`config.mk`:
```
export PLATFORM = sky130hd
export DESIGN_NAME = fpu_addsub_arbiter
export DESIGN_NICKNAME = d
export VERILOG_FILES = /design/src/rtl/fpu_arb_pkg.sv /design/src/rtl/fpu_addsub_arbiter_rr.sv /design/src/rtl/fpu_addsub_arbiter.sv
export SDC_FILE = /design/constraint.sdc
export NUM_CORES = 1
export LEC_CHECK = 0
export BUFFER_PORTS_ARGS = -buffer_cell sky130_fd_sc_hd__buf_2
export CAP_MARGIN = 40
export CELL_PAD_IN_SITES_DETAIL_PLACEMENT = 0
export CELL_PAD_IN_SITES_GLOBAL_PLACEMENT = 1
export CORE_AREA = 2 2 313 315
export DETAILED_ROUTE_END_ITERATION = 12
export DIE_AREA = 0 0 315 317
export MAX_ROUTING_LAYER = met4
export PLACE_DENSITY_LB_ADDON = 0.1
export SETUP_SLACK_MARGIN = 0.3
export SLEW_MARGIN = 0
export SYNTH_ARGS = -nofsm -noshare
export SYNTH_HDL_FRONTEND = slang
export SYNTH_HIERARCHICAL = 1
export SYNTH_SLANG_ARGS = --single-unit
```
`constraint.sdc`:
```
create_clock -name clk -period 13.3 [get_ports clk]
set_clock_uncertainty 0.1 [all_clocks]
set_input_delay 1.33 -clock clk [delete_from_list [all_inputs] [get_ports clk]]
set_output_delay 1.33 -clock clk [all_outputs]
set_load 0.01 [all_outputs]
```
`src/rtl/fpu_arb_pkg.sv`:
```
// ============================================================
// fpu_arb_pkg : shared defaults, tag type and round-robin helper
// Rev 1.0
// ============================================================
`default_nettype none

package fpu_arb_pkg;

    localparam int C_NREQ_DEF   = 4;
    localparam int C_LAT_DEF    = 24;
    localparam int C_MAXOUT_DEF = 4;
    // Wide enough for the largest supported requester count (8)
    localparam int C_IDX_W      = 3;

    typedef struct packed {
        logic               valid;
        logic [C_IDX_W-1:0] idx;
    } tag_t;

    // Requester index holding priority slot k when the pointer is at ptr
    function automatic int unsigned rr_slot(input int unsigned ptr,
                                            input int unsigned k,
                                            input int unsigned n);
        return (ptr + k) % n;
    endfunction

endpackage

`default_nettype wire

```
`src/rtl/fpu_addsub_arbiter_rr.sv`:
```
// ============================================================
// rr_arbiter : NREQ-wide round-robin arbiter with pointer update
// Rev 1.0
// ============================================================
`default_nettype none

module rr_arbiter
    import fpu_arb_pkg::*;
#(
    parameter int NREQ = C_NREQ_DEF,
    parameter int IW   = (NREQ > 1) ? $clog2(NREQ) : 1
) (
    input  logic            clk,
    input  logic            rst,
    input  logic [NREQ-1:0] elig,
    output logic [NREQ-1:0] grant,
    output logic [IW-1:0]   grant_idx,
    output logic            grant_any
);

    logic [IW-1:0] r_ptr;
    logic [IW-1:0] w_slot;

    always_comb begin
        grant     = '0;
        grant_idx = '0;
        grant_any = 1'b0;
        w_slot    = '0;
        for (int k = 0; k < NREQ; k++) begin
            w_slot = IW'(rr_slot(32'(r_ptr), k, NREQ));
            if (!grant_any && elig[w_slot]) begin
                grant[w_slot] = 1'b1;
                grant_idx     = w_slot;
                grant_any     = 1'b1;
            end
        end
    end

    always_ff @(posedge clk) begin
        if (!rst) begin
            r_ptr <= '0;
        end else if (grant_any) begin
            r_ptr <= (grant_idx == IW'(NREQ - 1)) ? '0 : grant_idx + IW'(1);
        end
    end

endmodule

`default_nettype wire

```
`src/rtl/fpu_addsub_arbiter.sv`:
```
// ============================================================
// fpu_addsub_arbiter : shares one pipelined fpu_addsub between
// NREQ requesters with round-robin issue, tag return and credits
// Rev 1.0
// ============================================================
`default_nettype none

module fpu_addsub_arbiter
    import fpu_arb_pkg::*;
#(
    parameter int NREQ   = C_NREQ_DEF,
    parameter int LAT    = C_LAT_DEF,
    parameter int MAXOUT = C_MAXOUT_DEF
) (
    input  logic               clk,
    input  logic               rst,
    input  logic [NREQ-1:0]    req_valid,
    output logic [NREQ-1:0]    req_ready,
    input  logic [NREQ-1:0]    req_op,
    input  logic [2*NREQ-1:0]  req_rmode,
    input  logic [64*NREQ-1:0] req_opa,
    input  logic [64*NREQ-1:0] req_opb,
    output logic [NREQ-1:0]    rsp_valid,
    output logic [63:0]        rsp_data,
    output logic               fpu_rst,
    output logic               fpu_enable,
    output logic               fpu_op,
    output logic [1:0]         fpu_rmode,
    output logic [63:0]        fpu_opa,
    output logic [63:0]        fpu_opb,
    input  logic [63:0]        fpu_out,
    output logic               busy
);

    localparam int C_IW = $clog2(NREQ);
    localparam int C_CW = $clog2(MAXOUT + 1);

    logic [NREQ-1:0] w_elig;
    logic [NREQ-1:0] w_grant;
    logic [C_IW-1:0] w_gidx;
    logic            w_gany;
    logic            w_accept;
    logic            w_op;
    logic [1:0]      w_rmode;
    logic [63:0]     w_opa;
    logic [63:0]     w_opb;
    tag_t            w_new_tag;
    tag_t            r_iss;
    tag_t            r_tag [LAT];
    logic            r_en;
    logic            w_pipe_busy;
    logic            w_rsp_fire;

    rr_arbiter #(
        .NREQ (NREQ),
        .IW   (C_IW)
    ) u_arb (
        .clk       (clk),
        .rst       (rst),
        .elig      (w_elig),
        .grant     (w_grant),
        .grant_idx (w_gidx),
        .grant_any (w_gany)
    );

    assign req_ready = rst ? w_grant : '0;
    assign w_accept  = rst & w_gany;

    always_comb begin
        w_op    = 1'b0;
        w_rmode = '0;
        w_opa   = '0;
        w_opb   = '0;
        for (int i = 0; i < NREQ; i++) begin
            if (w_grant[i]) begin
                w_op    = req_op[i];
                w_rmode = req_rmode[2*i +: 2];
                w_opa   = req_opa[64*i +: 64];
                w_opb   = req_opb[64*i +: 64];
            end
        end
    end

    always_ff @(posedge clk) begin
        if (!rst) begin
            fpu_op    <= 1'b0;
            fpu_rmode <= '0;
            fpu_opa   <= '0;
            fpu_opb   <= '0;
        end else if (w_accept) begin
            fpu_op    <= w_op;
            fpu_rmode <= w_rmode;
            fpu_opa   <= w_opa;
            fpu_opb   <= w_opb;
        end
    end

    assign w_new_tag.valid = w_accept;
    assign w_new_tag.idx   = C_IDX_W'(w_gidx);

    // The issue tag sits beside the operand registers; the LAT-stage pipe
    // then shifts in lockstep with the engine so the last stage lines up with fpu_out.
    always_comb begin
        w_pipe_busy = r_iss.valid;
        for (int s = 0; s < LAT - 1; s++) begin
            w_pipe_busy = w_pipe_busy | r_tag[s].valid;
        end
    end

    always_ff @(posedge clk) begin
        if (!rst) begin
            r_iss <= '0;
            r_en  <= 1'b0;
            for (int s = 0; s < LAT; s++) begin
                r_tag[s] <= '0;
            end
        end else begin
            r_iss <= w_new_tag;
            r_en  <= w_accept | w_pipe_busy | (|req_valid);
            if (r_en) begin
                r_tag[0] <= r_iss;
                for (int s = 1; s < LAT; s++) begin
                    r_tag[s] <= r_tag[s-1];
                end
            end
        end
    end

    assign w_rsp_fire = rst & r_en & r_tag[LAT-1].valid;

    always_comb begin
        rsp_valid = '0;
        for (int i = 0; i < NREQ; i++) begin
            rsp_valid[i] = w_rsp_fire && (r_tag[LAT-1].idx == C_IDX_W'(i));
        end
    end

    generate
        for (genvar gi = 0; gi < NREQ; gi++) begin : g_credit
            logic [C_CW-1:0] r_cnt;

            assign w_elig[gi] = req_valid[gi] && (r_cnt < C_CW'(MAXOUT));

            always_ff @(posedge clk) begin
                if (!rst) begin
                    r_cnt <= '0;
                end else if (req_ready[gi] && !rsp_valid[gi]) begin
                    r_cnt <= r_cnt + C_CW'(1);
                end else if (!req_ready[gi] && rsp_valid[gi]) begin
                    r_cnt <= r_cnt - C_CW'(1);
                end
            end
        end
    endgenerate

    assign rsp_data   = fpu_out;
    assign fpu_rst    = ~rst;
    assign fpu_enable = r_en;
    assign busy       = rst & (w_pipe_busy | r_tag[LAT-1].valid | (|req_valid));

endmodule

`default_nettype wire
```
### Word level (Yosys, flattened, before mapping)

Memory sizes are Yosys's and may differ from the RTL's.
Cells that the tools add are included.

* register bits: 150
* bits in writable memories: 96
* input port bits: 594
* output and inout bits: 206
* logic and storage cells: 223
* memories: 1

Memory list
* r_tag: words 24, width 4, rd ports 24, clocked after memory_dff 0, write ports 24, RTL line fpu_addsub_arbiter.sv:49 `tag_t r_tag [LAT];`

* add/sub/neg operators: 12
* $lt $le $gt $ge: 12
* equality and inequality tests: 4
* mux-type cells: 82
* bitwise gates (word level): 59
* reduce and logical (&&, ||, !) cells: 40

Operators by type and width (number)
* $mux W64: 8
* $mux W4: 29
* $or A1 B1 Y1: 51
* $mux W3: 8
* $logic_and A1 B1 Y1: 23
* $mux W1: 20
* $mux W2: 9
* $add A3 B1 Y3 const B: 4
* $lt A2 B3 Y1 const B: 4
* $lt A3 B3 Y1 const B: 4
* $or A4 B4 Y4: 3
* $sub A3 B1 Y3 const B: 4
* $logic_not A1 Y1: 11
* $bmux W1 S2: 4
* $demux W1 S2: 4
* $ge A2 B1 Y1 const B: 4
* $reduce_bool A2 Y1: 4
* $eq A3 B2 Y1 const B: 2
* $add A2 B1 Y2 const B: 2
* $add A2 B2 Y2 const B: 2
* $and A1 B1 Y1: 4
* $reduce_or A4 Y1: 1
* $eq A3 B1 Y1 const B: 1
* $logic_not A3 Y1: 1
* 2 further kinds: 2

### Logic depth before layout (Yosys ltp)

Gate-level depths: netlist (run 1).
An unclocked memory read counts as a cell.

* depth after elaboration: 27
* gate-level depth with buffers: 19
* gate-level depth less buffers: 14

### Cells and area by module

The synthesis (run 1) kept the hierarchy.

Modules (own cells, without submodules)
* fpu_addsub_arbiter: instances 1, cells an instance 1632, area each 14053.5 sq um
* rr_arbiter: instances 1, cells an instance 68, area each 600.6 sq um

### Worst setup path after synthesis (run 1)

No wires, ideal clock.

* path type: input-to-output
* start point: in req_valid[2]
* end point: out req_ready[2]
* arrival: 3.326 ns
* setup slack: 8.544 ns
* stages on the path: 10
* buffers on the path: 3
* cells stage by stage: nor2b_1 > or3b_1 > a2111oi_0 > or3_4 > a22oi_1 > o21ai_1 > buf_4 > buf_2 > buf_2 > and2_1

* cells in the longest elaborated chain, start to end: 14
* elaborated cells on any way between the ends: 26
* those cells by class: mux (16); bitwise (3); reduce/logical (7)

RTL lines
* start: declaration: RTL line fpu_addsub_arbiter.sv:17 `input logic [NREQ-1:0] req_valid,`
* $logic_and A1 B1 Y1 *: RTL line fpu_addsub_arbiter.sv:142 `assign w_elig[gi] = req_valid[gi] && (r_cnt < C_CW'(MAXOUT));`
* $bmux W1 S2: RTL line fpu_addsub_arbiter_rr.sv:31 `if (!grant_any && elig[w_slot]) begin`
* $mux W1 (implied by the code): RTL line fpu_addsub_arbiter_rr.sv:31
* $mux W1: RTL line fpu_addsub_arbiter_rr.sv:31
* $logic_not A1 Y1: RTL line fpu_addsub_arbiter_rr.sv:31
* $logic_and A1 B1 Y1: RTL line fpu_addsub_arbiter_rr.sv:31
* $mux W1: RTL line fpu_addsub_arbiter_rr.sv:31
* $logic_not A1 Y1: RTL line fpu_addsub_arbiter_rr.sv:31
* $logic_and A1 B1 Y1: RTL line fpu_addsub_arbiter_rr.sv:31
* $mux W1: RTL line fpu_addsub_arbiter_rr.sv:31
* $logic_not A1 Y1: RTL line fpu_addsub_arbiter_rr.sv:31
* $logic_and A1 B1 Y1: RTL line fpu_addsub_arbiter_rr.sv:31
* $mux W4 *: RTL line fpu_addsub_arbiter_rr.sv:31
* net w_grant[2]: RTL line fpu_addsub_arbiter.sv:39 `logic [NREQ-1:0] w_grant;`
* $mux W4 *: RTL line fpu_addsub_arbiter.sv:66 `assign req_ready = rst ? w_grant : '0;`
* end: declaration: RTL line fpu_addsub_arbiter.sv:18 `output logic [NREQ-1:0] req_ready,`

The timed path passes the listed nets; every way through them passes the cells marked *. The select of a mux whose other input is x is not followed.

### Final worst setup path (run 1)

* start point: in req_valid[2]
* end point: out req_ready[2]

* cells in the longest elaborated chain, start to end: 14
* elaborated cells on any way between the ends: 26
* those cells by class: mux (16); bitwise (3); reduce/logical (7)

RTL lines
* $logic_and A1 B1 Y1 *: RTL line fpu_addsub_arbiter.sv:142
* net w_elig[2]: RTL line fpu_addsub_arbiter.sv:38 `logic [NREQ-1:0] w_elig;`
* $bmux W1 S2: RTL line fpu_addsub_arbiter_rr.sv:31
* $mux W1 (implied by the code): RTL line fpu_addsub_arbiter_rr.sv:31
* $mux W1: RTL line fpu_addsub_arbiter_rr.sv:31
* $logic_not A1 Y1: RTL line fpu_addsub_arbiter_rr.sv:31
* $logic_and A1 B1 Y1: RTL line fpu_addsub_arbiter_rr.sv:31
* $mux W1: RTL line fpu_addsub_arbiter_rr.sv:31
* $logic_not A1 Y1: RTL line fpu_addsub_arbiter_rr.sv:31
* $logic_and A1 B1 Y1: RTL line fpu_addsub_arbiter_rr.sv:31
* $mux W1: RTL line fpu_addsub_arbiter_rr.sv:31
* $logic_not A1 Y1: RTL line fpu_addsub_arbiter_rr.sv:31
* $logic_and A1 B1 Y1: RTL line fpu_addsub_arbiter_rr.sv:31
* $mux W4 *: RTL line fpu_addsub_arbiter_rr.sv:31
* net w_grant[2]: RTL line fpu_addsub_arbiter.sv:39
* $mux W4 *: RTL line fpu_addsub_arbiter.sv:66

Marks and branches as above.

==> summary.txt, run 1 <==
Synth
  • Dominant synthesized flop cell: dfxtp_1
  • Sequential area share after synthesis: a little over a third
  • Ys Warns: 6
  • Synthesized area: approximately 15000 um^2
  • Asr flop ratio synth: 0%
  • Synth Register Bits: 221
  • Post-Syn Instances: 1700
  • EDFF count, synth: 72
  • Avg Inst Size Synth: 8.620 um^2
  • Unique masters post-synth: between 50 and 60
  • Synthesized Nets: approximately 2300

Timing
  • Ratio of final minimum period to clock period: a little under 40%
  • Peak Freq: 0.1889 GHz
  • Slew @ Worst Pin: ~1100 ps
  • Finish-stage setup viols: 0
  • Max_slew headroom: 23.80%
  • RSZ-0062 raised after global routing: false
  • Min Tclk post-route: roughly 5300 ps
  • Final Max Tran Viols: 0
  • Total Neg Setup Slack: 0 ps
  • Hold Vio Cnt, Final: 0

Clocking
  • Clock slew at reported path FFs: ~50 ps
  • Post-CTS Hold Buffers: 0
  • Longest Clk Path Bufs: 3
  • Post-CTS Resized: 0
  • H-tree depth: 2
  • CTS buffer count: 37
  • Clock sinks: 221
  • Clock Latency Late Sink: around 560 ps
  • Root Buffer: clkbuf_16
  • Setup Fix Bufs, Post-CTS: 0
  • CTS tree: built

Floorplan
  • Number of core rows: between 100 and 150
  • Die width: 315 um
  • Initial core utilization: ~15%
  • Core footprint: a little under 100000 um^2
  • Die height: around 320 um
  • DIE AREA: 99860 um^2
  • Io pins: 800

Worst setup path
  • Arr. time, crit path: around 3900 ps
  • Critical path origin: req_valid[2]
  • Worst R2R Path Depth: 12
  • Worst setup path endpoint: req_ready[2]
  • Setup crit start kind: input port
  • CP max FO: 11
  • R2r setup slk: just over 8000 ps
  • Critical Path RT: between 10000 and 15000 ps
  • WS Path Type: input port to output port
  • CP endpoint kind: output port
  • RR Endpoint: fpu_opa[26]

Status
  • Status: completed

Cells and area
  • Share of layout cells above drive strength 1: 38.62%
  • Synth-to-layout area growth: 36.72%
  • Non-Filler Instances: 3541
  • Layout net count: about 2800
  • Most common cell after layout, fill and taps aside: buf_2
  • Most frequent cells in the layout: 670 x buf_2, 258 x inv_1, 164 x a21oi_1

Place
  • Hpwl dp: approximately 60000 um
  • Placed insts: 3446
  • Routability cong.: just over 0.8
  • Port bufs: roughly 670

Global routing
  • First-pass GRT wire length: roughly 110000 um
  • Grt ovf: 0
  • GRT Total Usage: ~16%
  • Vias in the first global route: between 10000 and 15000
  • Antenna violations before repair: 41
  • Pin count of the biggest net entering global routing: ~160

Hold path
  • Hold WC Path Type: flip-flop to flip-flop

Detailed routing
  • Routed WL: between 80000 and 90000 um
  • DRC violation count after routing: 0
  • Vias: around 15000
  • DR iter-0 viols: between 700 and 800
  • First-pass iteration count of the detailed router: 5
  • Post-route ant nets: 0
  • Vias/cell: 4.169
  • Routed length per instance: around 23 um

Power and ir drop
  • Pwr dens: approximately 250 nW/um^2
  • Peak supply drop: approximately 0.22 mV
  • Static leakage: roughly 0.0086 uW

Run
  • Maxcap violations: 0
==> metal layers <==
layer  vias to the layer above  GRT usage [%]  wire (um)
met5                         -              -          0
met4                         0          4.773       1965
met3                       109          5.295       6603
met2                       510          27.61      42090
met1                      7131          16.29      30240
li1                       7014              -          -
==> layout make-up <==
| type | instances | area [um^2] |
|---|---|---|
| tap | 1276 | 1597 |
| clock buffer | 52 | 1042 |
| multi-input combinational | 988 | 7211 |
| inverter | 260 | 975.9 |
| timing repair buffer | 701 | 3820 |
| sequential | 221 | 5145 |
| clock inverter | 15 | 175.2 |
| antenna | 28 | 70.07 |
| fill | 10910 | 76240 |
==> logic make-up (layout without fill, tap and decap cells) <==
group	count (synthesis)	after routing	share of synthesized area, %
AOI/OAI and AO/OA	557	557	28.93
xor gates and xnor gates	8	8	0.4782
adders and majority gates	13	13	1.315
buffers and inverters	491	1028	16.13
DFF	221	221	35.11
muxes	10	10	0.8538
other	0	28	0
and+or+nand+nor	400	400	17.19
==> state kept, by name, indices dropped and copies added, names as in the netlist, named ones only <==
register        flops
r_tag              72
fpu_opa            64
fpu_opb            64
g_credit.r_cnt     12
r_iss               3
fpu_rmode           2
fpu_enable          1
fpu_op              1
u_arb/r_ptr         1
==> stage by stage <==
stage | hold slack (ps) | setup slack [ps] | total power, uW | instance area (um^2) | utilization, %
final | 400.9 | 8007 | 4921 | 20040 | 20.81
after global routing | 423.1 | 7731 | 5320 | 20030 | 20.80
after CTS | 403.5 | 7953 | 5054 | 19970 | 20.74
after detailed placement | 395.8 | 7453 | 4005 | 18750 | 19.47
after global placement | 387.8 | 6743 | 3887 | 18440 | 19.15
after floorplan | 358.9 | 8544 | 3042 | 14650 | -
==> how the worst min path moves through the flow <==
stage	startpoint	to	slack, ps	depth (start not counted)
after global routing	g_credit[1].r_cnt[2]	g_credit[1].r_cnt[2]	420	2
final	g_credit[0].r_cnt[2]	g_credit[0].r_cnt[2]	400	2
after CTS	g_credit[1].r_cnt[2]	g_credit[1].r_cnt[2]	400	2
after global placement	g_credit[1].r_cnt[2]	g_credit[1].r_cnt[2]	390	2
after detailed placement	g_credit[1].r_cnt[2]	g_credit[1].r_cnt[2]	400	2
after floorplan	g_credit[0].r_cnt[2]	g_credit[0].r_cnt[2]	360	2
==> critical path: stages <==
cell and delay (ps):
buf_2 90, nor2b_1 620, or3b_1 400, a2111oi_0 390, or3_4 240, a22oi_1 100, o21ai_4 170, and2_1 320
buf_2 200
==> synthesized netlist by cell type, types with 2 or more instances <==
| cell | n | area share, % |
|---|---|---|
| inv_1 | 259 | 6.6 |
| a21oi_1 | 164 | 5.6 |
| dfxtp_1 | 149 | 20 |
| nand3b_1 | 133 | 6.8 |
| o21ai_0 | 122 | 4.2 |
| nand3_1 | 118 | 4.0 |
| o21a_1 | 117 | 6.0 |
| a221oi_2 | 90 | 9.2 |
| edfxtp_1 | 72 | 15 |
| buf_2 | 71 | 2.4 |
| buf_4 | 69 | 3.5 |
| clkbuf_1 | 67 | 1.7 |
| and3_1 | 55 | 2.3 |
| a221oi_1 | 27 | 1.6 |
| and2_1 | 27 | 1.2 |
| buf_6 | 23 | 1.8 |
| nor2b_1 | 18 | 0.77 |
| a221o_1 | 14 | 0.96 |
| nor2_1 | 14 | 0.36 |
| ha_1 | 9 | 0.77 |
| a22oi_1 | 8 | 0.41 |
| mux2i_1 | 8 | 0.55 |
| xor2_1 | 8 | 0.48 |
| or3_1 | 6 | 0.26 |
| nor4_1 | 5 | 0.21 |
| fa_1 | 4 | 0.55 |
| nand2b_1 | 4 | 0.17 |
| nor3_1 | 4 | 0.14 |
| o21ai_1 | 4 | 0.14 |
| or4_1 | 4 | 0.20 |
| a31oi_1 | 2 | 0.085 |
| and4_1 | 2 | 0.12 |
| mux4_2 | 2 | 0.31 |
| or3b_1 | 2 | 0.12 |
==> where the power goes <==
group / total [uW] / switching [uW] / internal (uW)
sequential: 1070 / 140 / 930
combinational: 2860 / 1770 / 1090
clock: 991 / 400 / 590
(Power assumes the default switching activity.)
==> inputs of run 2 (changes only) <==
- ABC_AREA: default -> 1
- clock period: 13.3 -> 4.85 ns (I/O delays scaled with it)
==> summary.txt, run 2 <==
Synth
  • Most common library cells after synthesis: 854 x nand2_1, 364 x a21oi_1, 247 x inv_1
  • Ys Warns: 6 (unchanged)
  • Synthesized area: 14310 um^2 (-2.3%)
  • Top-area cell type share of the netlist area: 22.40% (+2.0 points)
  • Avg Inst Size Synth: 6.383 um^2 (-26%)
  • Synth Register Bits: 221 (unchanged)
  • Synth area leaders: nand2_1 22%, dfxtp_1 21%, edfxtp_1 15%, a21oi_1 13%, inv_1 6.5%
  • Sequential area share after synthesis: 35.95% (+0.84 points)
  • Yosys top cell by area: nand2_1
  • Synthesized Nets: 2849 (+23%)
  • Asr flop ratio synth: 0% (unchanged)
  • Unique masters post-synth: 31 (-42%)
  • Post-Syn Instances: 2242 (+32%)
  • EDFF count, synth: 72 (unchanged)
  • Dominant synthesized flop cell: dfxtp_1
  • Most frequent cell after synthesis: nand2_1

Detailed routing
  • DR iter-0 viols: 849 (+13%)
  • DRC violation count after routing: 0 (unchanged)
  • Routed WL: 82220 um (+1.6%)
  • First-pass iteration count of the detailed router: 5 (unchanged)
  • Post-route ant nets: 0 (unchanged)
  • Routed length per instance: 20.06 um (-12%)
  • Vias/cell: 3.971 (-4.8%)
  • Vias: 16280 (+10%)

Global routing
  • Pin count of the biggest net entering global routing: 185 (+16%)
  • GRT Total Usage: 16.05% (+0.45 points)
  • Antenna violations before repair: 45 (+9.8%)
  • First-pass GRT wire length: 114300 um (+3.7%)
  • Grt ovf: 0 (unchanged)
  • Vias in the first global route: 16410 (+9.6%)

Timing
  • Max_slew headroom: 19.35% (-4.4 points)
  • Slew @ Worst Pin: 1210 ps (+66.73 ps)
  • Hold Vio Cnt, Final: 0 (unchanged)
  • Final Max Tran Viols: 0 (unchanged)
  • Peak Freq: 0.2613 GHz
  • Total Neg Setup Slack: 0 ps (unchanged)
  • Hold WS: 171.9 ps (-229.0 ps)
  • Min Tclk post-route: around 3800 ps
  • RSZ-0062 raised after global routing: false
  • Ratio of final minimum period to clock period: a little under 80%
  • Finish-stage setup viols: 0 (unchanged)

Place
  • Port bufs: 671 (unchanged)
  • Hpwl dp: 60080 um (-0.36%)
  • Routability cong.: 0.8100 (-1.9%)

Clocking
  • Clock slew at reported path FFs: 60 ps (about the same)
  • Longest Clk Path Bufs: 3 (unchanged)
  • H-tree depth: 2 (unchanged)
  • CTS buffer count: 37 (unchanged)
  • Post-CTS Resized: 0 (unchanged)
  • Clock Latency Late Sink: 550 ps (about the same)
  • Post-CTS Hold Buffers: 0 (unchanged)
  • Clock sinks: 221 (unchanged)
  • CTS tree: built
  • Root Buffer: clkbuf_16
  • Setup Fix Bufs, Post-CTS: 0 (unchanged)

Worst setup path
  • CP peak stage delay: 520 ps (-100 ps)
  • CP Cell Sequence: inv_2, ha_1, inv_1, nand3_2, nand2_4, nand2_1, nor2_1, a221oi_1, o21ai_4, inv_4, buf_4, nand3_1, nand2_1, nand2_1, nand2_1, nand2_1, a21oi_1
  • WS Path Type: flip-flop to flip-flop
  • Critical Path RT: 5220 ps (-6650 ps)
  • Most common cell type on the critical path: nand2_1
  • Arr. time, crit path: 4200 ps (+340 ps)
  • CP endpoint kind: flip-flop
  • Setup crit start kind: flip-flop
  • CP max FO: 35 (+24)
  • Slowest-stage cell, CP: dfxtp_1

Power and ir drop
  • Static leakage: 0.01007 uW (+18%)
  • Pwr dens: 790.3 nW/um^2 (+220%)
  • Peak supply drop: 0.9177 mV (+320%)

Hold path
  • Hold WC Path Type: input port to flip-flop
  • Hold path start: req_opa[245]

Floorplan
  • Die height: 317 um (unchanged)
  • Number of core rows: 114 (unchanged)
  • Initial core utilization: 14.86% (-0.36 points)
  • Core footprint: 96280 um^2 (unchanged)
  • Io pins: 800 (unchanged)
  • DIE AREA: 99860 um^2 (unchanged)
  • Die width: 315 um (unchanged)

Cells and area
  • Core Util, Final: 20.41% (-0.40 points)
  • Register area: 5145 um^2 (unchanged)
  • Layout filler cell count: 11340 (+4.0%)
  • Top reg by flops: r_tag
  • Most frequent cells in the layout: 853 x nand2_1, 671 x buf_2, 364 x a21oi_1
  • Multi-input logic area: 6992 um^2 (-3.0%)
  • Biggest regs: r_tag x72, fpu_opa x64, fpu_opb x64
  • Layout net count: 3371 (+20%)
  • Largest register FFs: 72 (unchanged)
  • Share of layout cells above drive strength 1: 29.58% (-9.0 points)
  • Synth-to-layout area growth: 37.29%
  • Most common cell after layout, fill and taps aside: nand2_1

Status
  • Status: completed

Run
  • Maxcap violations: 0 (unchanged)
[run 2: metrics by stage]
| step | setup WS (ps) | power [uW] | area (um^2) | std cells |
|---|---|---|---|---|
| after floorplan | 1396 | 9731 | 14310 | 2242 |
| final | 1023 | 15530 | 19650 | 4099 |
| after detailed placement | 1027 | 13370 | 18440 | 4001 |
| after global placement | 1068 | 13360 | 18330 | 3997 |
| after global routing | 606.5 | 17160 | 19640 | 4095 |
| after CTS | 983.9 | 16070 | 19560 | 4065 |
[run 2: area by class of cell]
cell class	instances	share of cell area, %
antenna	34	0.4331
clock buffer	45	4.968
clock inverter	19	0.7197
inverter	257	4.987
multi-input combinational	1547	35.59
sequential	221	26.19
tap	1276	8.126
timing repair buffer	700	18.99
[run 2: worst paths after layout]
kind | endpoint | slack (ps) | cells past startpoint
setup / recovery | fpu_opb[32] | 1020 | 17
hold reg to reg | fpu_opb[41] | 360 | 2
hold / removal | fpu_opa[53] | 170 | 5
setup reg to reg | fpu_opb[32] | 1020 | 17
[run 2: cells by family (layout without fill, tap and decap cells)]
family,count (synthesis),after routing,share of synthesized area (%)
adder cells (fa/ha/maj),13,13,1.347
AO/OA/AOI/OAI,425,425,16.01
flip-flops,221,221,35.95
buffers and inverters,474,1021,15.66
other,0,34,0
AND/OR/NAND/NOR,1109,1109,31.03
[run 2: layer usage]
| metal | global-route usage [%] | part of all wire [%] |
|---|---|---|
| met5 | - | 0 |
| met4 | 4.524 | 2.3 |
| met3 | 4.911 | 8.0 |
| met2 | 27.18 | 49 |
| met1 | 18.21 | 41 |
[run 2: power breakdown]
| part | switching, uW | leakage [uW] | internal, uW | total, uW |
|---|---|---|---|---|
| combinational | 7000 | 0.00750 | 3030 | 10000 |
| sequential | 377 | 0.00201 | 2580 | 2950 |
| clock | 1060 | 0.000559 | 1480 | 2540 |
| total | 8440 | 0.0101 | 7090 | 15500 |
[run 2: critical path: cells and delay by family (launching register included)]
family                   cells  cell delay (ps)
AND/OR/NAND/NOR              9              800
adder cells (fa/ha/maj)      1              400
buffers and inverters        4             1140
AO/OA/AOI/OAI                3              740
flip-flops                   1              520
